## config.mk

```make
export PLATFORM = sky130hd
export DESIGN_NAME = fir4_mc_sched
export DESIGN_NICKNAME = d
export VERILOG_FILES = /design/src/rtl/fir4_mc_sched.sv
export SDC_FILE = /design/constraint.sdc
export NUM_CORES = 1
export LEC_CHECK = 0
export CORE_UTILIZATION = 45
export CTS_CLUSTER_DIAMETER = 80
export DETAILED_ROUTE_END_ITERATION = 8
export SLEW_MARGIN = 10
export SYNTH_ARGS = -nofsm -noshare
export SYNTH_HDL_FRONTEND = slang
export SYNTH_SLANG_ARGS = --single-unit
```

## constraint.sdc

```tcl
create_clock -name clk -period 15.87 [get_ports clk]
set_input_delay 4.761 -clock clk [delete_from_list [all_inputs] [get_ports clk]]
set_output_delay 4.761 -clock clk [all_outputs]
set_load 0.01 [all_outputs]
```

## src/rtl/fir4_mc_sched.sv

```systemverilog
// fir4_mc_sched: round-robin scheduler sharing one 4-tap FIR adder pipeline
// among NCH channels. Each channel keeps its own 3-sample history. Granted
// samples flow through a 2-stage pipeline (tap capture, then sum) and leave
// tagged with their source channel under valid/ready backpressure.
module fir4_mc_sched #(
   parameter int W   = 16,
   parameter int NCH = 4,
   localparam int CW = (NCH > 1) ? $clog2(NCH) : 1
) (
   input  logic               clk,
   input  logic               reset,
   input  logic [NCH-1:0]     in_valid,
   input  logic [NCH*W-1:0]   in_data,
   output logic [NCH-1:0]     in_ready,
   input  logic               flush,
   output logic               out_valid,
   input  logic               out_ready,
   output logic [W+1:0]       out_data,
   output logic [CW-1:0]      out_ch
);

   logic [W-1:0]  h0 [NCH];
   logic [W-1:0]  h1 [NCH];
   logic [W-1:0]  h2 [NCH];
   logic [CW-1:0] ptr;

   logic          s1_valid;
   logic [CW-1:0] s1_ch;
   logic [W-1:0]  s1_t0, s1_t1, s1_t2, s1_t3;

   logic          adv;
   logic          found;
   logic          xfer;
   logic [CW-1:0] grant;
   logic [CW:0]   idx;
   logic [W-1:0]  xdata;
   logic [W-1:0]  gh0, gh1, gh2;
   logic [W+1:0]  sum;

   // Both pipeline stages move together whenever the output register is free.
   assign adv  = !out_valid || out_ready;
   assign xfer = found && adv && !flush;

   // Round-robin search starting at ptr; first valid channel wins the grant.
   always_comb begin
      found = 1'b0;
      grant = '0;
      idx   = '0;
      for (int k = 0; k < NCH; k++) begin
         idx = {1'b0, ptr} + (CW+1)'(k);
         if (idx >= (CW+1)'(NCH))
            idx = idx - (CW+1)'(NCH);
         if (!found && in_valid[idx[CW-1:0]]) begin
            found = 1'b1;
            grant = idx[CW-1:0];
         end
      end
   end

   // Select the granted channel's sample and history, and raise its ready bit.
   always_comb begin
      in_ready = '0;
      xdata    = '0;
      gh0      = '0;
      gh1      = '0;
      gh2      = '0;
      for (int i = 0; i < NCH; i++) begin
         if (grant == CW'(i)) begin
            xdata = in_data[i*W +: W];
            gh0   = h0[i];
            gh1   = h1[i];
            gh2   = h2[i];
         end
      end
      if (xfer)
         in_ready[grant] = 1'b1;
   end

   // Full-precision sum: two guard bits are enough for four W-bit operands.
   always_comb begin
      sum = {{2{s1_t0[W-1]}}, s1_t0} + {{2{s1_t1[W-1]}}, s1_t1}
          + {{2{s1_t2[W-1]}}, s1_t2} + {{2{s1_t3[W-1]}}, s1_t3};
   end

   // Per-channel histories shift only on that channel's own transfer; flush clears all.
   always_ff @(posedge clk) begin
      if (reset || flush) begin
         for (int i = 0; i < NCH; i++) begin
            h0[i] <= '0;
            h1[i] <= '0;
            h2[i] <= '0;
         end
      end else if (xfer) begin
         h2[grant] <= gh1;
         h1[grant] <= gh0;
         h0[grant] <= xdata;
      end
   end

   // Round-robin pointer moves just past the channel that was served.
   always_ff @(posedge clk) begin
      if (reset)
         ptr <= '0;
      else if (xfer)
         ptr <= (grant == CW'(NCH-1)) ? '0 : grant + CW'(1);
   end

   // Stage 1 captures taps on a transfer and inserts a bubble otherwise.
   always_ff @(posedge clk) begin
      if (reset) begin
         s1_valid <= 1'b0;
         s1_ch    <= '0;
         s1_t0    <= '0;
         s1_t1    <= '0;
         s1_t2    <= '0;
         s1_t3    <= '0;
      end else if (adv) begin
         s1_valid <= xfer;
         if (xfer) begin
            s1_ch <= grant;
            s1_t0 <= xdata;
            s1_t1 <= gh0;
            s1_t2 <= gh1;
            s1_t3 <= gh2;
         end
      end
   end

   // Stage 2 registers the sum; data and channel hold across bubbles and stalls.
   always_ff @(posedge clk) begin
      if (reset) begin
         out_valid <= 1'b0;
         out_data  <= '0;
         out_ch    <= '0;
      end else if (adv) begin
         out_valid <= s1_valid;
         if (s1_valid) begin
            out_data <= sum;
            out_ch   <= s1_ch;
         end
      end
   end

endmodule

```

* Word-level counts from Yosys, hierarchy flattened
Memory sizes are Yosys's and may differ from the RTL's.
Index checks and enable logic that the tools add are counted.
** Operators by class
- Div/mod/pow operators :: 0
- Multipliers :: 0
- Add/sub/neg operators :: 11
- $lt $le $gt $ge :: 10
- Shift-type cells :: 0
- Bitwise gates (word level) :: 0
- Muxes and demuxes :: 54
- Equality and inequality tests :: 3
- Reduce and logical (&&, ||, !) cells :: 19
** Operator list (number)
- $mux 16 :: 19
- $reduce_or 16->1 :: 3
- $mux 2 :: 12
- $add 17x16->18 :: 1
- $add 18x18->18 :: 1
- $add 16x16->17 :: 1
- $mux 1 :: 17
- $lt 2x3->1 const B :: 5
- $ge 3x3->1 const B :: 3
- $bmux 1 s2 :: 4
- $sub 2x1->2 const B :: 4
- $add 2x2->3 const B :: 2
- $logic_and 1x1->1 :: 6
- $logic_not 1->1 :: 5
- $eq 2x2->1 const B :: 2
- $mux 4 :: 1
- $reduce_and 2->1 :: 2
- $add 2x1->3 const B :: 1
- $ge 2x3->1 const B :: 1
- $add 2x1->2 const B :: 1
- $demux 1 s2 :: 1
- $eq 2x1->1 const B :: 1
- $ge 2x1->1 const B :: 1
- $logic_not 2->1 :: 1
- $logic_or 1x1->1 :: 2
** Word-level totals
- Latch bits :: 0
- RAM bits :: 192
- Bits of input ports :: 72
- Memories kept :: 3
- Output and inout bits :: 25
- Bits in read-only memories :: 0
- Word-level logic and storage cells :: 110
- Register bits after elaboration :: 90
** Memory list
- h0 :: depth 4, bits a word 16, rd ports 4, clocked after Yosys merged registers in 0, wr ports 4, RTL line 22 : logic [W-1:0] h0 [NCH];
- h1 :: depth 4, bits a word 16, rd ports 4, clocked after Yosys merged registers in 0, wr ports 4, RTL line 23 : logic [W-1:0] h1 [NCH];
- h2 :: depth 4, bits a word 16, rd ports 4, clocked after Yosys merged registers in 0, wr ports 4, RTL line 24 : logic [W-1:0] h2 [NCH];

* Logic depth before layout (Yosys ltp)
- Depth after elaboration :: 21
- Mapped depth :: 13
- Depth with buffers taken out :: 12

* Least setup slack after synthesis
OpenSTA, ideal clock, no wires.
- Kind :: input -> output
- From :: in in_valid[0]
- To :: out in_ready[3]
- Path slack :: 4.704 ns
- Stages on the path :: 9
- Data required time :: 11.109 ns
- Arrival time :: 6.405 ns
- Buffers on the path :: 2
- Cell sequence :: nor2b_1 -> a21oi_1 -> nor2_1 -> a211o_1 -> inv_2 -> ha_1 -> clkbuf_1 -> clkbuf_1 -> and2_1
** Between the ends
- Cells in the longest elaborated chain, start to end :: 17
- Elaborated cells between the ends (all ways) :: 30
- Classes of those cells :: 2 x order compare; 19 x mux; 9 x reduce/logical
** Ends and longest elaborated chain
- start, declared :: RTL line 12 : input logic [NCH-1:0] in_valid,
- $bmux 1 s2 :: RTL line 53 : if (!found && in_valid[idx[CW-1:0]]) begin
- $mux 1 (not written as such) :: RTL line 53
- $mux 1 :: RTL line 53
- $logic_not 1->1 :: RTL line 53
- $logic_and 1x1->1 :: RTL line 53
- $mux 1 :: RTL line 53
- $logic_not 1->1 :: RTL line 53
- $logic_and 1x1->1 :: RTL line 53
- [... 2 more ...]
- $logic_and 1x1->1 :: RTL line 53
- $mux 2 (*) :: RTL line 53
- named net grant[0] :: RTL line 34 : logic [CW-1:0] grant;
- $lt 2x3->1 (not written as such) or $ge 2x1->1 (tied branches) :: RTL line 76 : in_ready[grant] = 1'b1;
- $logic_and 1x1->1 (not written as such) :: RTL line 76
- $mux 1 (not written as such) :: RTL line 76
- $demux 1 s2 (*) :: RTL line 76
- $mux 4 (*) :: RTL line 75 : if (xfer)
- end, declared :: RTL line 14 : output logic [NCH-1:0] in_ready,
The timed path passes the listed nets; every way through them passes the cells marked *. The select of a mux whose other input is x is not followed.

* Worst setup path after layout
Ends and elaborated chain as after synthesis.

==> flow_summary.yaml <==
logic_synthesis:
  yosysWarnings: 0
  synth_area_leader_cell: "edfxtp_1"
  ys_seq_elements: 282
  synth-main-ff-cell: "edfxtp_1"
  syn_nets: 1449
  syn_area_um2: 13480
  yosysSeqAreaShare_pct: 56.13
  async_reset_ff_share_pct: 0
  synthCells: 1323
  synth_cell_types: 54
  synth_top_area_share_pct: 42.77
  yosysMostFrequentCell: "nor2_1"
  synth_top_cells_by_count: "212 x nor2_1, 192 x edfxtp_1, 189 x nand2_1"
  syn-mean-instance-area_um2: 10.19
  synth_edf_count: 192
  yosys-top-cells-area: "edfxtp_1 43%, dfxtp_1 13%, nor2_1 5.9%"
setup_path:
  cp-start-kind: "input pin"
  cp.arrival_ps: 7390
  crit_required_ps: 11110
  end_kind: "primary output"
  critPathKind: "in2out"
  crit_fanout: 46
worst_hold_path:
  hold_class: "reg2reg"
clock_network:
  cts_hold_buffers: 0
  root_buffer: "clkbuf_16"
  clk_pin_slew_ps: 60
  post-cts-setup-buffers: 0
  cts_tree: "done"
  cts_buffer_depth: 3
  cts_resized: 0
  clock_latency_ps: 570
  cts_inserted_buffers: 30
  clock_sink_count: 282
  ctsHtreeMaxLevel: 1
floorplanning:
  dieArea_um2: 30650
  row_count: 63
  initial_core_util_pct: 45.61
  num_io_pins: 97
  die_w_um: 175.1
  dieHeight_um: 175.1
  core_area_um2: 29560
final_layout:
  stdcell_count: 1784
  final_area_um2: 15670
  fin_util_pct: 53.02
  drive_gt1_share_pct: 5.308
  nNetsFinal: 1497
  areaGrowthSynthToFinish_pct: 16.25
  antenna_cells: 0
placement:
  dpl-instance-area_um2: 14720
  gp_congestion: 0.8414
  portBuffers: 96
  dp_hpwl_um: 19570
  place_inst: 1729
  place_ws_ps: 3712
timing:
  finalCritPeriodShare_pct: 76.58
  setup_viol: 0
  period_minus_slack_ps: 12150
  worst_slew_pin_slew_ps: 1048
  relSlewSlack_pct: 30.15
  fmax_ghz: 0.08228
  finalHoldViolations: 0
  fin_tns_setup_ps: 0
  rsz0062_at_grt: "false"
  fin_worst_skew_ps: 8.877
  setup_ws_ps: 3717
  finalMaxSlewViolations: 0
global_route:
  overflow: 0
  grt_pass1_vias: 9370
  met1_usage_pct: 33.97
  grtUsageMet3_pct: 2.611
  grt_pass1_wl_um: 54880
  top_usage_layer: "met2"
  groute.usage.overall_pct: 23.25
  antenna_found_initial: 0
  grt_max_degree: 85
  grtUsageMet2_pct: 36.77
routing:
  ant_nets: 0
  wire_per_inst_um: 19.85
  drt-pass1-iter-count: 5
  via_per_inst: 5.525
  drc: 0
  drt_iter0_markers: 881
  drt-total-wl_um: 35420
  num_vias: 9857
pwr:
  leakage_uw: 0.005714
  peakVddDrop_v: 0.00008282
  power-per-cell-area_nw_per_um2: 124.3
flow_run:
  cap_violations: 0
run_status:
  status: "complete, no violations"
==> through the flow <==
| step | hold WS [ps] | power, µW |
|---|---|---|
| 2_1_floorplan | 432.1 | 1146 |
| 4_1_cts | 454.4 | 1963 |
| 3_3_place_gp | 438.8 | 1287 |
| 5_1_grt | 466.6 | 2034 |
| 6_report | 451.8 | 1948 |
| 3_5_place_dp | 447.3 | 1291 |
==> cells in the final DEF (no fill, tap or decap), drive strengths merged, types with 3 or more instances in the layout <==
master / n
clkdlybuf4s50: 95
nor2b: 68
nor3: 22
ha: 21
dfxtp: 90
nand4: 4
clkinv: 4
inv: 95
edfxtp: 192
o21ai: 16
a221oi: 64
a31oi: 3
xor2: 4
clkbuf: 49
xnor2: 8
nor2: 212
a211oi: 33
nand3: 5
a21oi: 83
buf: 14
o21a: 4
a21o: 7
nand2: 189
o31ai: 49
fa: 33
and2: 5
==> critical path, stage by stage <==
cell,delay [ps]
clkdlybuf4s50_1,450
nor2b_1,160
a21oi_1,120
nor2_1,60
a211o_1,390
inv_2,160
ha_4,520
and2_1,220
clkdlybuf4s50_1,530
==> area by class of cell <==
type / instances / area, µm²
Clock inverter: 6 / 60.06
Sequential cell: 282 / 7567
Clock buffer: 49 / 897.1
Multi-Input combinational cell: 855 / 5255
Fill cell: 2659 / 13890
Timing Repair Buffer: 109 / 1056
Tap cell: 390 / 488.0
Inverter: 93 / 349.1
==> report_power, final <==
part | internal, µW | switching [µW]
Sequential | 841 | 20.1
Combinational | 149 | 263
Clock | 387 | 287
==> worst paths after layout <==
path	to	cells after the start	slack (ps)	from
setup reg to reg	h0[1][10]	10	12000	ptr[1]
hold / removal	s1_t2[15]	2	450	s1_t2[15]
hold reg to reg	s1_t2[15]	2	450	s1_t2[15]
setup / recovery	in_ready[3]	9	3720	in_valid[0]
==> per-layer routing <==
layer	part of all wire, %	up-vias
met4	2.5	0
li1	-	4701
met2	45	297
met5	0	-
met3	5.5	59
met1	47	4800
==> registers in the layout (all words and copies together), names as in the netlist <==
signal / cells
h0: 64
h1: 64
h2: 64
out_ch: 2
out_data: 18
out_valid: 1
ptr: 2
s1_ch: 2
s1_t0: 16
s1_t1: 16
s1_t2: 16
s1_t3: 16
s1_valid: 1
==> kinds of logic after synthesis <==
family | after synthesis | share of synthesized area, %
AOI/OAI and AO/OA | 272 | 14.34
and+or+nand+nor | 515 | 16.34
xor gates and xnor gates | 12 | 0.7796
DFF | 282 | 56.13
adders and majority gates | 54 | 6.849
buffers and inverters | 186 | 5.411
muxes | 2 | 0.1485
(Power assumes the default switching activity.)
